$ cat config.mk
export PLATFORM = sky130hd
export DESIGN_NAME = hazard_stall_controller_flat
export DESIGN_NICKNAME = d
export VERILOG_FILES = /design/src/rtl/hazard_stall_controller_if.sv /design/src/rtl/hazard_stall_controller.sv /design/src/flat_wrapper.sv
export SDC_FILE = /design/constraint.sdc
export NUM_CORES = 1
export LEC_CHECK = 0
export CORE_ASPECT_RATIO = 0.75
export CORE_MARGIN = 8
export CORE_UTILIZATION = 49
export CTS_BUF_LIST = sky130_fd_sc_hd__clkbuf_4 sky130_fd_sc_hd__clkbuf_8 sky130_fd_sc_hd__clkbuf_16
export CTS_CLUSTER_DIAMETER = 200
export CTS_CLUSTER_SIZE = 24
export DETAILED_ROUTE_END_ITERATION = 7
export DONT_BUFFER_PORTS = 1
export GPL_TIMING_DRIVEN = 0
export PLACE_DENSITY = 0.7
export SYNTH_ARGS = -nofsm -noshare
export SYNTH_HDL_FRONTEND = slang
export SYNTH_SLANG_ARGS = --single-unit
$ cat constraint.sdc
create_clock -name clk -period 1.85 [get_ports clk]
set_input_delay 0.0925 -clock clk [delete_from_list [all_inputs] [get_ports clk]]
set_output_delay 0.0925 -clock clk [all_outputs]
set_load 0.005 [all_outputs]
$ cat src/rtl/hazard_stall_controller_if.sv
// rtl/hazard_stall_controller_if.sv - ID-stage hazard/stall bus between pipeline and stall controller
interface hazard_stall_controller_if #(
   parameter int REG_ADDR_W  = 5,
   parameter int STALL_CNT_W = 16
);
   logic                   idex_mem_read;
   logic [REG_ADDR_W-1:0]  idex_rt;
   logic [REG_ADDR_W-1:0]  ifid_rs;
   logic [REG_ADDR_W-1:0]  ifid_rt;
   logic                   ifid_uses_rs;
   logic                   ifid_uses_rt;
   logic                   branch_taken;
   logic                   dmem_wait;
   logic                   stall_cnt_clr;

   logic                   pc_write;
   logic                   ifid_write;
   logic                   ctrl_en;
   logic                   ifid_flush;
   logic                   pipe_hold;
   logic                   stall_active;
   logic [STALL_CNT_W-1:0] stall_cnt;

   // Pipeline side: presents ID-stage operand info, consumes the enables
   modport master (
      output idex_mem_read, idex_rt, ifid_rs, ifid_rt, ifid_uses_rs, ifid_uses_rt,
             branch_taken, dmem_wait, stall_cnt_clr,
      input  pc_write, ifid_write, ctrl_en, ifid_flush, pipe_hold, stall_active, stall_cnt
   );

   modport slave (
      input  idex_mem_read, idex_rt, ifid_rs, ifid_rt, ifid_uses_rs, ifid_uses_rt,
             branch_taken, dmem_wait, stall_cnt_clr,
      output pc_write, ifid_write, ctrl_en, ifid_flush, pipe_hold, stall_active, stall_cnt
   );
endinterface

$ cat src/rtl/hazard_stall_controller.sv
// rtl/hazard_stall_controller.sv - load-use stall / branch flush / dmem freeze controller
module hazard_stall_controller #(
   parameter int REG_ADDR_W        = 5,
   parameter int LOAD_STALL_CYCLES = 1,
   parameter int ZERO_REG_EXEMPT   = 1,
   parameter int STALL_CNT_W       = 16
) (
   input  logic                      clk,
   input  logic                      rst,
   hazard_stall_controller_if.slave  bus
);

   typedef enum logic [0:0] {
      RUN      = 1'b0,
      LU_STALL = 1'b1
   } state_t;

   localparam logic [3:0]             C_BUB_LOAD = 4'(LOAD_STALL_CYCLES - 1);
   localparam logic                   C_MULTI    = (LOAD_STALL_CYCLES > 1);
   localparam logic                   C_EXEMPT   = (ZERO_REG_EXEMPT != 0);
   localparam logic [STALL_CNT_W-1:0] C_CNT_MAX  = '1;

   state_t                 r_state;
   logic [3:0]             r_bub_cnt;
   logic [STALL_CNT_W-1:0] r_stall_cnt;

   logic [REG_ADDR_W-1:0]  w_idex_rt;
   logic [REG_ADDR_W-1:0]  w_ifid_rs;
   logic [REG_ADDR_W-1:0]  w_ifid_rt;
   logic                   w_match_rs;
   logic                   w_match_rt;
   logic                   w_hz;
   logic                   w_pc_write;
   logic                   w_ifid_write;
   logic                   w_ctrl_en;
   logic                   w_ifid_flush;
   logic                   w_pipe_hold;
   logic                   w_stall_active;

   assign w_idex_rt = bus.idex_rt;
   assign w_ifid_rs = bus.ifid_rs;
   assign w_ifid_rt = bus.ifid_rt;

   // Register 0 is hard-wired zero, so a load "to" it never produces a real dependency
   assign w_match_rs = bus.ifid_uses_rs && (w_idex_rt == w_ifid_rs)
                       && !(C_EXEMPT && (w_ifid_rs == '0));
   assign w_match_rt = bus.ifid_uses_rt && (w_idex_rt == w_ifid_rt)
                       && !(C_EXEMPT && (w_ifid_rt == '0));
   assign w_hz       = bus.idex_mem_read && (w_match_rs || w_match_rt);

   always_comb begin
      w_pc_write     = 1'b1;
      w_ifid_write   = 1'b1;
      w_ctrl_en      = 1'b1;
      w_ifid_flush   = 1'b0;
      w_pipe_hold    = 1'b0;
      w_stall_active = 1'b0;
      if (!rst) begin
         w_stall_active = (r_state == LU_STALL);
         if (bus.dmem_wait) begin
            w_pc_write   = 1'b0;
            w_ifid_write = 1'b0;
            w_pipe_hold  = 1'b1;
         end else if ((r_state == LU_STALL) || w_hz) begin
            w_pc_write   = 1'b0;
            w_ifid_write = 1'b0;
            w_ctrl_en    = 1'b0;
         end else if (bus.branch_taken) begin
            w_ifid_flush = 1'b1;
         end
      end
   end

   // The first bubble is issued combinationally from RUN; LU_STALL covers the remaining ones
   always_ff @(posedge clk or posedge rst) begin
      if (rst) begin
         r_state   <= RUN;
         r_bub_cnt <= 4'd0;
      end else if (!bus.dmem_wait) begin
         case (r_state)
            RUN: begin
               if (w_hz && C_MULTI) begin
                  r_state   <= LU_STALL;
                  r_bub_cnt <= C_BUB_LOAD;
               end
            end
            LU_STALL: begin
               if (r_bub_cnt == 4'd1) begin
                  r_state   <= RUN;
                  r_bub_cnt <= 4'd0;
               end else begin
                  r_bub_cnt <= r_bub_cnt - 4'd1;
               end
            end
            default: begin
               r_state   <= RUN;
               r_bub_cnt <= 4'd0;
            end
         endcase
      end
   end

   always_ff @(posedge clk or posedge rst) begin
      if (rst) begin
         r_stall_cnt <= '0;
      end else if (bus.stall_cnt_clr) begin
         r_stall_cnt <= '0;
      end else if (!w_pc_write && (r_stall_cnt != C_CNT_MAX)) begin
         r_stall_cnt <= r_stall_cnt + 1'b1;
      end
   end

   assign bus.pc_write     = w_pc_write;
   assign bus.ifid_write   = w_ifid_write;
   assign bus.ctrl_en      = w_ctrl_en;
   assign bus.ifid_flush   = w_ifid_flush;
   assign bus.pipe_hold    = w_pipe_hold;
   assign bus.stall_active = w_stall_active;
   assign bus.stall_cnt    = r_stall_cnt;

endmodule

$ cat src/flat_wrapper.sv
// flat-port wrapper written by rule: the top's interface ports become plain ports
module hazard_stall_controller_flat 
#(
   parameter int REG_ADDR_W        = 5,
   parameter int LOAD_STALL_CYCLES = 1,
   parameter int ZERO_REG_EXEMPT   = 1,
   parameter int STALL_CNT_W       = 16
)
  (clk, rst, bus_idex_mem_read, bus_idex_rt, bus_ifid_rs, bus_ifid_rt, bus_ifid_uses_rs, bus_ifid_uses_rt, bus_branch_taken, bus_dmem_wait, bus_stall_cnt_clr, bus_pc_write, bus_ifid_write, bus_ctrl_en, bus_ifid_flush, bus_pipe_hold, bus_stall_active, bus_stall_cnt);
  hazard_stall_controller_if #(.REG_ADDR_W(REG_ADDR_W), .STALL_CNT_W(STALL_CNT_W)) bus_i ();
  input  logic clk;
  input  logic rst;
  input wire logic [$bits(bus_i.idex_mem_read)-1:0] bus_idex_mem_read;
  input wire logic [$bits(bus_i.idex_rt)-1:0] bus_idex_rt;
  input wire logic [$bits(bus_i.ifid_rs)-1:0] bus_ifid_rs;
  input wire logic [$bits(bus_i.ifid_rt)-1:0] bus_ifid_rt;
  input wire logic [$bits(bus_i.ifid_uses_rs)-1:0] bus_ifid_uses_rs;
  input wire logic [$bits(bus_i.ifid_uses_rt)-1:0] bus_ifid_uses_rt;
  input wire logic [$bits(bus_i.branch_taken)-1:0] bus_branch_taken;
  input wire logic [$bits(bus_i.dmem_wait)-1:0] bus_dmem_wait;
  input wire logic [$bits(bus_i.stall_cnt_clr)-1:0] bus_stall_cnt_clr;
  output wire logic [$bits(bus_i.pc_write)-1:0] bus_pc_write;
  output wire logic [$bits(bus_i.ifid_write)-1:0] bus_ifid_write;
  output wire logic [$bits(bus_i.ctrl_en)-1:0] bus_ctrl_en;
  output wire logic [$bits(bus_i.ifid_flush)-1:0] bus_ifid_flush;
  output wire logic [$bits(bus_i.pipe_hold)-1:0] bus_pipe_hold;
  output wire logic [$bits(bus_i.stall_active)-1:0] bus_stall_active;
  output wire logic [$bits(bus_i.stall_cnt)-1:0] bus_stall_cnt;
  assign bus_i.idex_mem_read = bus_idex_mem_read;
  assign bus_i.idex_rt = bus_idex_rt;
  assign bus_i.ifid_rs = bus_ifid_rs;
  assign bus_i.ifid_rt = bus_ifid_rt;
  assign bus_i.ifid_uses_rs = bus_ifid_uses_rs;
  assign bus_i.ifid_uses_rt = bus_ifid_uses_rt;
  assign bus_i.branch_taken = bus_branch_taken;
  assign bus_i.dmem_wait = bus_dmem_wait;
  assign bus_i.stall_cnt_clr = bus_stall_cnt_clr;
  assign bus_pc_write = bus_i.pc_write;
  assign bus_ifid_write = bus_i.ifid_write;
  assign bus_ctrl_en = bus_i.ctrl_en;
  assign bus_ifid_flush = bus_i.ifid_flush;
  assign bus_pipe_hold = bus_i.pipe_hold;
  assign bus_stall_active = bus_i.stall_active;
  assign bus_stall_cnt = bus_i.stall_cnt;
  hazard_stall_controller #(.REG_ADDR_W(REG_ADDR_W), .LOAD_STALL_CYCLES(LOAD_STALL_CYCLES), .ZERO_REG_EXEMPT(ZERO_REG_EXEMPT), .STALL_CNT_W(STALL_CNT_W)) u_core (.clk(clk), .rst(rst), .bus(bus_i));
endmodule
==> flow_summary.toml <==
[final_layout]
num-fill-cells = 217
finish.cell_count_without_fillers = 203
diodes = 0
layout.cells.most_common_list = "12 x nand2_1, 11 x dfrtp_1, 10 x dfrtp_2"
final-seq-area_um2 = 538.0
fin_nets = 194
layout-drive-gt1-share_pct = 35.93
synthesis_to_layout_area_growth_pct = 24.11
layout.cells.most_common = "nand2_1"
multi_input_comb_area_um2 = 854.6

[power_and_ir_drop]
p_total_uw = 807.6
cell_leakage_power_uw = 0.0006571
ir_worst_vdd_mv = 0.3346
power.sequential.fraction_pct = 58.2
clkPwrFrac_pct = 28.7
power.density_nw_per_um2 = 487.9
comb_power_share_pct = 13.1
switching_share_pct = 26.55
cellInternalPower_uw = 593.1
power.switching_uw = 214.4

[place]
portBuffers = 0
placed_cells = 187
setup_slack_placement_ps = -199.8
dp_hpwl_um = 2301
routability_congestion_estimate = 0.7505

[clock_network]
clock_tree_from_tritoncts = "yes"
cts-htree-levels = 1
clock_transition_at_path_regs_ps = 120
clkLatencyLatePin_ps = 310
clockRootBuffer = "clkbuf_4"
cts_inserted_buffers = 3
cts.path.max_buffers = 2
cts_num_sinks = 21

[logic_synthesis]
syn_inst = 151
synth_cell_type_count = 37
synth_seq_cells = 21
synthesis.nets = 177
number_of_synthesized_flops_with_an_enable_pin = 0
synth.cell_area_um2 = 1334
synth_area_per_cell_um2 = 8.833
synth_async_sr_flop_share_pct = 100.0
postSynth.topFlopCell = "dfrtp_1"
synth_warnings = 0
synth.yosys.seq_area_share_pct = 39.40

[setup_path]
worst-path-max-fanout = 7
setup.worst_path.end_class = "register"
crit_path_start_kind = "register"
setup.worst_path.class = "reg -> reg"
timing.critical_path.arrival_ps = 2130
worst-endpoint-required_ps = 2090

[global_route]
global_route_wire_length_before_repair_um = 6099
track_usage_pct = 16.10
initial_antenna_violation_count = 0
via_count_of_the_first_global_routing_pass = 1255
grt_start_max_net_pins = 22
globalRouteOverflowTotal = 0

[detailed_routing]
vias = 1211
avgViaCountPerCell = 5.966
final_antenna_net_count = 0
detail_route.iter0.violations = 81
drt_drc_violations_left = 0
post_drt_wl_per_cell_um = 18.17
detail_route.wirelength_um = 3689
detail_route.first_pass.iterations = 4

[sta]
min_period_ps = 1885
slew-limit-headroom_pct = 37.34
max_slew.worst_pin.slew_ps = 936.7
whs_ps = 118.8
grt_setup_unrepaired = "true"
clock.fmax_mhz = 530.5
post-route-worst-setup-slack_ps = -35.15
final.period_utilization_pct = 101.9
hold_viol_final = 0
count_of_final_setup_violators = 4
worst_clock_skew_ps = 1.687
maxSlewViolCount = 0

[floorplan]
die_h_um = 61.18
coreArea_um2 = 2603
initial_cell_density_of_the_core_pct = 51.25
floorplan.rows = 16
design.portCount = 45
die_footprint_um2 = 4665
floorplan.die.width_um = 76.25

[min_path]
hold_path.class = "in -> reg"

[outcome]
failed_checks = "negative setup slack"
outcome = "finished, violations left"

[run]
count_of_maximum_capacitance_violations = 0
[state kept, by name (all words and copies together) (netlist names)]
register	cells
u_core.r_bub_cnt	4
u_core.r_state	1
u_core.bus.stall_cnt	16
[Yosys cell counts, types with 3 or more instances]
master	n	area (um^2)
dfrtp_1	21	525.5
a21oi_1	14	70.07
o21ai_0	14	70.07
nand2_1	12	45.04
nand3_1	9	45.04
or3_2	9	67.56
nor2_1	8	30.03
xor2_1	8	70.07
inv_1	6	22.52
nor3_1	4	20.02
o21ai_1	4	20.02
or3_1	4	25.02
and3_1	3	18.77
ha_1	3	37.54
nor2b_1	3	18.77
o21bai_1	3	22.52
[power by group through the flow]
stage               clock network, uW  registers [uW]  logic (uW)
global route                      258             471         117
CTS                               230             470        98.4
detailed placement                  0             477        77.4
global placement                    0             477        76.3
finish                            232             470         106
floorplan                           0             475        63.7
[worst max-delay path, stage by stage (launching register included)]
cell,delay (ps)
dfrtp_2,460
and4_1,220
and3_4,190
nand4_1,140
o211ai_4,120
buf_6,170
or3_4,340
a21oi_2,160
[per-stage QoR]
step | setup TNS, ps | cell area [um^2] | util (%)
final | -98.11 | 1655 | 63.61
after global routing | -1049 | 1655 | 63.61
after CTS | -502.4 | 1605 | 61.68
after detailed placement | -2323 | 1381 | 53.08
after global placement | -2028 | 1381 | 53.08
after floorplan | 0 | 1336 | -
[cells by family after synthesis]
| group | Yosys count | share of synthesized area, % |
|---|---|---|
| flops | 21 | 39.40 |
| buf+inv | 12 | 5.816 |
| fa+ha+maj | 3 | 2.815 |
| xor+xnor | 9 | 5.910 |
| compound gates | 41 | 18.67 |
| mux | 1 | 0.7505 |
| simple gates | 64 | 26.64 |
[path summary, 6_finish.rpt]
| path | startpoint | endpoint | slack, ps | cells past startpoint |
|---|---|---|---|---|
| worst max-delay path | u_core.bus.stall_cnt[12] | u_core.bus.stall_cnt[4] | -40 | 7 |
| worst min-delay path | bus_dmem_wait | u_core.r_bub_cnt[1] | 120 | 2 |
| worst max register to register | u_core.bus.stall_cnt[12] | u_core.bus.stall_cnt[4] | -40 | 7 |
| worst min register to register | u_core.r_bub_cnt[3] | u_core.r_bub_cnt[3] | 510 | 1 |
| max in group asynchronous | rst | u_core.bus.stall_cnt[2] | 590 | 2 |
| min in group asynchronous | rst | u_core.r_state | 630 | 2 |
[final cells by class]
cell class                 instances  area share [%]
sequential                        21           32.50
clock buffer                       3           1.361
buffer                             5           3.023
multi-input combinational        119           51.63
tap                               36           2.721
clock inverter                     1          0.3023
timing repair buffer              12           7.105
inverter                           6           1.361
[timing repair]
action,4_1_cts,5_1_grt
pin swaps,24,7
buffers inserted,6,2
hold endpoints to repair,22,3
resized for setup,31,13
setup endpoints to repair,15,15
hold buffers,2,1
gates cloned,2,0
[per-layer routing]
| metal | GRT usage [%] | share of wire [%] | wire length (um) |
|---|---|---|---|
| met1 | 17.18 | 37 | 1375 |
| met2 | 29.93 | 52 | 1929 |
| met3 | 6.122 | 8.2 | 303 |
| met4 | 4.360 | 2.2 | 80 |
| met5 | 0 | 0 | 0 |
Power figures use the tool's default switching activity.
